`src/rtl/chess_pkg.sv`:
```
// Shared types and constants for the chess board input front-end.
// Cursor and squares are {row,col}; row 7 is the top of the display.
package chess_pkg;

   typedef enum logic [1:0] {IDLE, SELECTED, ISSUE} fsm_t;

   typedef struct packed {
      logic [2:0] row;
      logic [2:0] col;
   } square_t;

   localparam int NUM_BTN   = 6;
   localparam int BTN_UP    = 0;
   localparam int BTN_DOWN  = 1;
   localparam int BTN_LEFT  = 2;
   localparam int BTN_RIGHT = 3;
   localparam int BTN_ENTER = 4;
   localparam int BTN_ESC   = 5;
   localparam int ROW_MAX   = 7;
   localparam int COL_MAX   = 7;

   // One axis step; opposing events in the same cycle cancel.
   function automatic logic [2:0] step3(input logic [2:0] v, input logic inc,
                                        input logic dec, input logic wrap,
                                        input logic [2:0] max);
      logic [2:0] r;
      r = v;
      if (inc && !dec)
         r = (v == max) ? (wrap ? 3'd0 : v) : v + 3'd1;
      else if (dec && !inc)
         r = (v == 3'd0) ? (wrap ? max : v) : v - 3'd1;
      return r;
   endfunction

endpackage

```
`src/rtl/chess_input_ctrl_debounce.sv`:
```
// Per-button 2-flop synchroniser, stability counter and press pulse.
// Pulse appears 2 + DEBOUNCE_CYCLES + 1 cycles after a clean raw edge.
module button_debounce #(
   parameter int DEBOUNCE_CYCLES = 120000,
   parameter int CNT_W           = 17
) (
   input  logic clk12,
   input  logic reset,
   input  logic raw,
   output logic press
);

   logic             sync1, sync2, level, level_q;
   logic [CNT_W-1:0] cnt;

   always_ff @(posedge clk12) begin
      if (reset) begin
         sync1   <= 1'b0;
         sync2   <= 1'b0;
         level   <= 1'b0;
         level_q <= 1'b0;
         press   <= 1'b0;
         cnt     <= '0;
      end else begin
         sync1   <= raw;
         sync2   <= sync1;
         level_q <= level;
         press   <= level & ~level_q;
         // Any cycle agreeing with the accepted level restarts the count.
         if (sync2 == level)
            cnt <= '0;
         else if (cnt == CNT_W'(DEBOUNCE_CYCLES - 1)) begin
            level <= sync2;
            cnt   <= '0;
         end else
            cnt <= cnt + 1'b1;
      end
   end

endmodule

```
`src/rtl/chess_input_ctrl.sv`:
```
// Button front-end: debounced events drive the board cursor and the
// select-source / select-destination FSM that issues move requests.
module chess_input_ctrl
   import chess_pkg::*;
#(
   parameter int         DEBOUNCE_CYCLES = 120000,
   parameter int         CNT_W           = 17,
   parameter logic [5:0] CURSOR_INIT     = 6'b001_100,
   parameter bit         WRAP            = 1'b0
) (
   input  logic       clk12,
   input  logic       reset,
   input  logic       btn_up,
   input  logic       btn_down,
   input  logic       btn_left,
   input  logic       btn_right,
   input  logic       btn_enter,
   input  logic       btn_esc,
   input  logic       move_ready,
   output logic [5:0] cursor,
   output logic       enter_pressed,
   output logic       esc_pressed,
   output logic       move_valid,
   output logic [5:0] move_from,
   output logic [5:0] move_to
);

   logic [NUM_BTN-1:0] btn_raw, ev;
   fsm_t               state, state_n;
   square_t            cur, cur_n, from_q, from_n, to_q, to_n;
   logic               sel_q, sel_n, mv_q, mv_n;

   assign btn_raw = {btn_esc, btn_enter, btn_right, btn_left, btn_down, btn_up};

   button_debounce #(.DEBOUNCE_CYCLES(DEBOUNCE_CYCLES), .CNT_W(CNT_W)) u_db [NUM_BTN-1:0] (
      .clk12 (clk12),
      .reset (reset),
      .raw   (btn_raw),
      .press (ev)
   );

   always_ff @(posedge clk12) begin
      if (reset) begin
         state  <= IDLE;
         cur    <= square_t'(CURSOR_INIT);
         from_q <= '0;
         to_q   <= '0;
         sel_q  <= 1'b0;
         mv_q   <= 1'b0;
      end else begin
         state  <= state_n;
         cur    <= cur_n;
         from_q <= from_n;
         to_q   <= to_n;
         sel_q  <= sel_n;
         mv_q   <= mv_n;
      end
   end

   always_comb begin
      state_n = state;
      cur_n   = cur;
      from_n  = from_q;
      to_n    = to_q;
      sel_n   = sel_q;
      mv_n    = mv_q;
      // The cursor is frozen while a move request is outstanding.
      if (state != ISSUE) begin
         cur_n.row = step3(cur.row, ev[BTN_UP], ev[BTN_DOWN], WRAP, 3'(ROW_MAX));
         cur_n.col = step3(cur.col, ev[BTN_RIGHT], ev[BTN_LEFT], WRAP, 3'(COL_MAX));
      end
      case (state)
         IDLE: if (ev[BTN_ENTER]) begin
            from_n  = cur;
            sel_n   = 1'b1;
            state_n = SELECTED;
         end
         SELECTED: if (ev[BTN_ESC]) begin
            sel_n   = 1'b0;
            state_n = IDLE;
         end else if (ev[BTN_ENTER]) begin
            if (cur == from_q) begin
               sel_n   = 1'b0;
               state_n = IDLE;
            end else begin
               to_n    = cur;
               mv_n    = 1'b1;
               state_n = ISSUE;
            end
         end
         ISSUE: if (mv_q && move_ready) begin
            mv_n    = 1'b0;
            sel_n   = 1'b0;
            state_n = IDLE;
         end
         default: state_n = IDLE;
      endcase
   end

   assign cursor        = cur;
   assign enter_pressed = sel_q;
   assign esc_pressed   = ev[BTN_ESC];
   assign move_valid    = mv_q;
   assign move_from     = from_q;
   assign move_to       = to_q;

endmodule

```
`config.mk`:
```
export PLATFORM = sky130hd
export DESIGN_NAME = chess_input_ctrl
export DESIGN_NICKNAME = d
export VERILOG_FILES = /design/src/rtl/chess_pkg.sv /design/src/rtl/chess_input_ctrl_debounce.sv /design/src/rtl/chess_input_ctrl.sv
export SDC_FILE = /design/constraint.sdc
export NUM_CORES = 1
export LEC_CHECK = 0
export ABC_AREA = 1
export CORE_MARGIN = 1
export CORE_UTILIZATION = 28
export CTS_CLUSTER_DIAMETER = 100
export DETAILED_ROUTE_END_ITERATION = 10
export PLACE_DENSITY = 0.55
export SYNTH_ARGS = -nofsm -noshare
export SYNTH_HDL_FRONTEND = slang
export SYNTH_SLANG_ARGS = --single-unit
```
`constraint.sdc`:
```
create_clock -name clk12 -period 3.25 [get_ports clk12]
set_input_delay 0.325 -clock clk12 [delete_from_list [all_inputs] [get_ports clk12]]
set_output_delay 0.325 -clock clk12 [all_outputs]
set_load 0.05 [all_outputs]
```
==> run_results.csv <==
group,metric,value,unit
hold_path,min_delay_path_depth,1,
worst_setup_path,cp_max_fo,10,
worst_setup_path,arrival,1.90,ns
layout,fillCellCount,2597,
clock_tree,post-cts-setup-buffers,0,
worst_setup_path,r2r-end,"u_db[4].cnt[16]$_SDFF_PP0_",
worst_setup_path,crit_path_start_kind,"flip-flop",
logic_synthesis,yosys.area.top_type,"dfxtp_1",
clock_tree,clk_latency,0.43,ns
global_route,antenna_found_initial,0,
floorplanning,chipWidth,161.1,um
logic_synthesis,synth_area,0.007087,mm^2
clock_tree,cts_buffer_depth,2,
sta,finClkSkew,0.01264,ns
clock_tree,numCtsBuffers,17,
global_route,grt_usage,11.41,%
global_route,grt_pass1_vias,5305,
global_route,grt_max_degree,35,
route,vias,5658,
route,via_per_inst,4.270,
logic_synthesis,synthTopCellsByArea,"dfxtp_1 44%, nand2_1 9.1%, inv_1 7.6%",
worst_setup_path,crit_slowest_cell,"clkdlybuf4s50_1",
worst_setup_path,path_cells,"clkdlybuf4s50_1",
sta,relSlewSlack,62.36,%
route,first_pass_iters,4,
global_route,grt_pass1_wl,24230,um
hold_path,min_to,"u_db[2].press$_SDFF_PP0_",
worst_setup_path,cp_slowest_stage_delay,0.90,ns
worst_setup_path,end_kind,"primary output",
worst_setup_path,timing.rr.start,"u_db[4].cnt[0]$_SDFF_PP0_",
logic_synthesis,synth-seq-cells,154,
layout,drive_gt1_share,11.09,%
sta,slew_violations,0,
layout,layout.nets,1011,
clock_tree,root_buffer,"clkbuf_16",
floorplanning,die_area,0.02595,mm^2
floorplanning,rows,57,
flow_run,maxCapViolCount,0,
route,ant_nets,0,
worst_setup_path,path_class,"flip-flop to primary output",
clock_tree,h-tree-depth,4,
logic_synthesis,synth_cells,953,
sta,hold_viol_final,0,
clock_tree,cts.hold.buffers_added,0,
placed_design,post-place-ws,1.069,ns
placed_design,globalplace.congestion,0.7638,
logic_synthesis,synthesis.nets,976,
layout,syn2layout_area_growth,16.88,%
sta,setup_viol,0,
worst_setup_path,required,2.92,ns
sta,fin_crit,2.230,ns
worst_setup_path,reg2reg_depth,10,
worst_setup_path,rrSetupSlack,1.43,ns
layout,n_antenna_cell,0,
outcome,outcome,"complete, no violations",
route,drt_iter0_markers,365,
logic_synthesis,synth.top_cell.area_share,43.50,%
sta,worst_slew_pin_slew,0.5630,ns
logic_synthesis,netlist-cell-type-count,41,
global_route,overflow,0,
sta,setup_slack,1.020,ns
clock_tree,cts.repair.resized,0,
floorplanning,start_util,28.80,%
clock_tree,cts_tree,"built",
route,drt-wirelength-per-cell,10.34,um
clock_tree,clkTransAtPathRegs,0.07,ns
floorplanning,pin_count,30,
logic_synthesis,yosysWarnings,0,
placed_design,io_buffers,29,
logic_synthesis,ys_seq_area_share,43.50,%
power_and_ir_drop,power_density,495.2,mW/mm^2
hold_path,hold_path.class,"flip-flop to flip-flop",
hold_path,min_from,"u_db[2].level_q$_SDFF_PP0_",
route,routed_wl,13710,um
sta,setup-tns-final,0,ns
placed_design,dpl.hpwl,9925,um
worst_setup_path,path_delay_family,"buffers and inverters",
clock_tree,clock_sink_count,154,
sta,rsz0062_at_grt,"no",
logic_synthesis,avgSynthCellArea,7.436,um^2
sta,fin_crit_sh,68.60,%
worst_setup_path,crit_buf_inv,1,
route,drc,0,
floorplanning,coreArea,0.02460,mm^2
sta,max_freq,0.4485,GHz
power_and_ir_drop,vdd_drop_max,362.1,uV
worst_setup_path,critPathLaunch,"cursor[0]$_SDFFE_PP0P_",
floorplanning,die_h,161.1,um
power_and_ir_drop,p_leak,3.047,nW
-- worst max path at each step --
stage	to	slack, ns	cells after the start
final	cursor[0]	1.02	1
after global routing	cursor[0]	0.92	1
after CTS	cursor[0]	0.99	1
after detailed placement	u_db[2].cnt[3]$_SDFF_PP0_	1.07	6
after global placement	u_db[2].cnt[2]$_SDFF_PP0_	1.16	6
after floorplan	move_to[0]$_SDFFE_PP0P_	1.55	10
-- per-layer routing --
metal	vias up	GRT usage [%]	wire, um
met5	-	0	0
met4	0	4.889	166
met3	13	2.260	281
met2	43	18.46	6311
met1	2522	14.73	6946
li1	3080	-	-
-- stage by stage --
stage	hold slack, ns	power [mW]	cell area, um^2	cells	utilization [%]
after global routing	0.3976	4.286	8283	1325	33.66
after global placement	0.3771	2.219	7707	1293	31.32
after floorplan	0.3728	2.154	7087	953	-
after CTS	0.3865	4.163	8283	1325	33.66
final	0.3835	4.102	8283	1325	33.66
after detailed placement	0.3799	2.221	7707	1293	31.32
-- cells by family (layout without fill, tap and decap cells) --
kind of cell             Yosys count  count (layout)  synth area share, %
AND/OR/NAND/NOR                  494             494                33.35
buffers and inverters            164             212                9.110
flip-flops                       154             154                43.50
AO/OA/AOI/OAI                     91              91                6.903
XOR/XNOR                          36              36                4.449
adder cells (fa/ha/maj)           14              14                2.684
-- final cells by class --
type | instances | area [um^2] | share of cell area (%)
multi-input combinational | 635 | 3358 | 40.54
sequential | 154 | 3083 | 37.22
inverter | 150 | 563.0 | 6.798
clock buffer | 17 | 425.4 | 5.136
tap | 324 | 405.4 | 4.894
timing repair buffer | 30 | 297.8 | 3.595
clock inverter | 15 | 150.1 | 1.813
-- state kept, by name, summed over array words and instances, names as in the netlist --
signal,flops
state,2
u_db.sync1,6
move_to,6
move_valid,1
u_db.level,6
enter_pressed,1
u_db.level_q,6
u_db.sync2,6
u_db.press,6
move_from,6
cursor,6
u_db.cnt,102
-- where the power goes --
group,leakage [nW],internal [mW],switching [mW]
combinational,1.52,0.0867,0.157
clock,0.282,1.02,0.903
sequential,1.24,1.91,0.0176
-- cell usage after synthesis (all sizes together) --
cell,n
o21bai,2
nand3,57
inv,150
a21oi,54
o211ai,2
a31oi,2
xor2,26
dfxtp,154
o31ai,1
xnor2,10
ha,12
nand3b,1
nor2,159
fa,2
nand4,19
o21ai,30
nand2,189
or2,11
clkbuf,8
nor3b,16
buf,6
nor3,39
nor4,2
and3,1
-- layout by cell type, fill, tap and decap left out, types with 2 or more instances in the layout --
cell type,count
dfxtp_1,154
clkdlybuf4s50_1,29
nor3b_1,10
nor3_2,2
ha_1,12
nor3_1,35
xor2_1,26
nand3_1,51
inv_8,5
nand4_2,3
a31oi_1,2
clkinv_4,3
nand2_2,17
nor3_4,2
clkbuf_16,17
nor3b_2,6
or2_2,11
nor2_4,6
o211ai_1,2
fa_1,2
nor2_2,15
a21oi_1,52
nand4_1,16
inv_1,144
nand3_2,6
nand2_1,172
xnor2_1,10
o21bai_1,2
o21ai_0,28
nor2_1,138
inv_6,5
inv_2,6
Note: power is estimated with default switching activity, not from simulation.
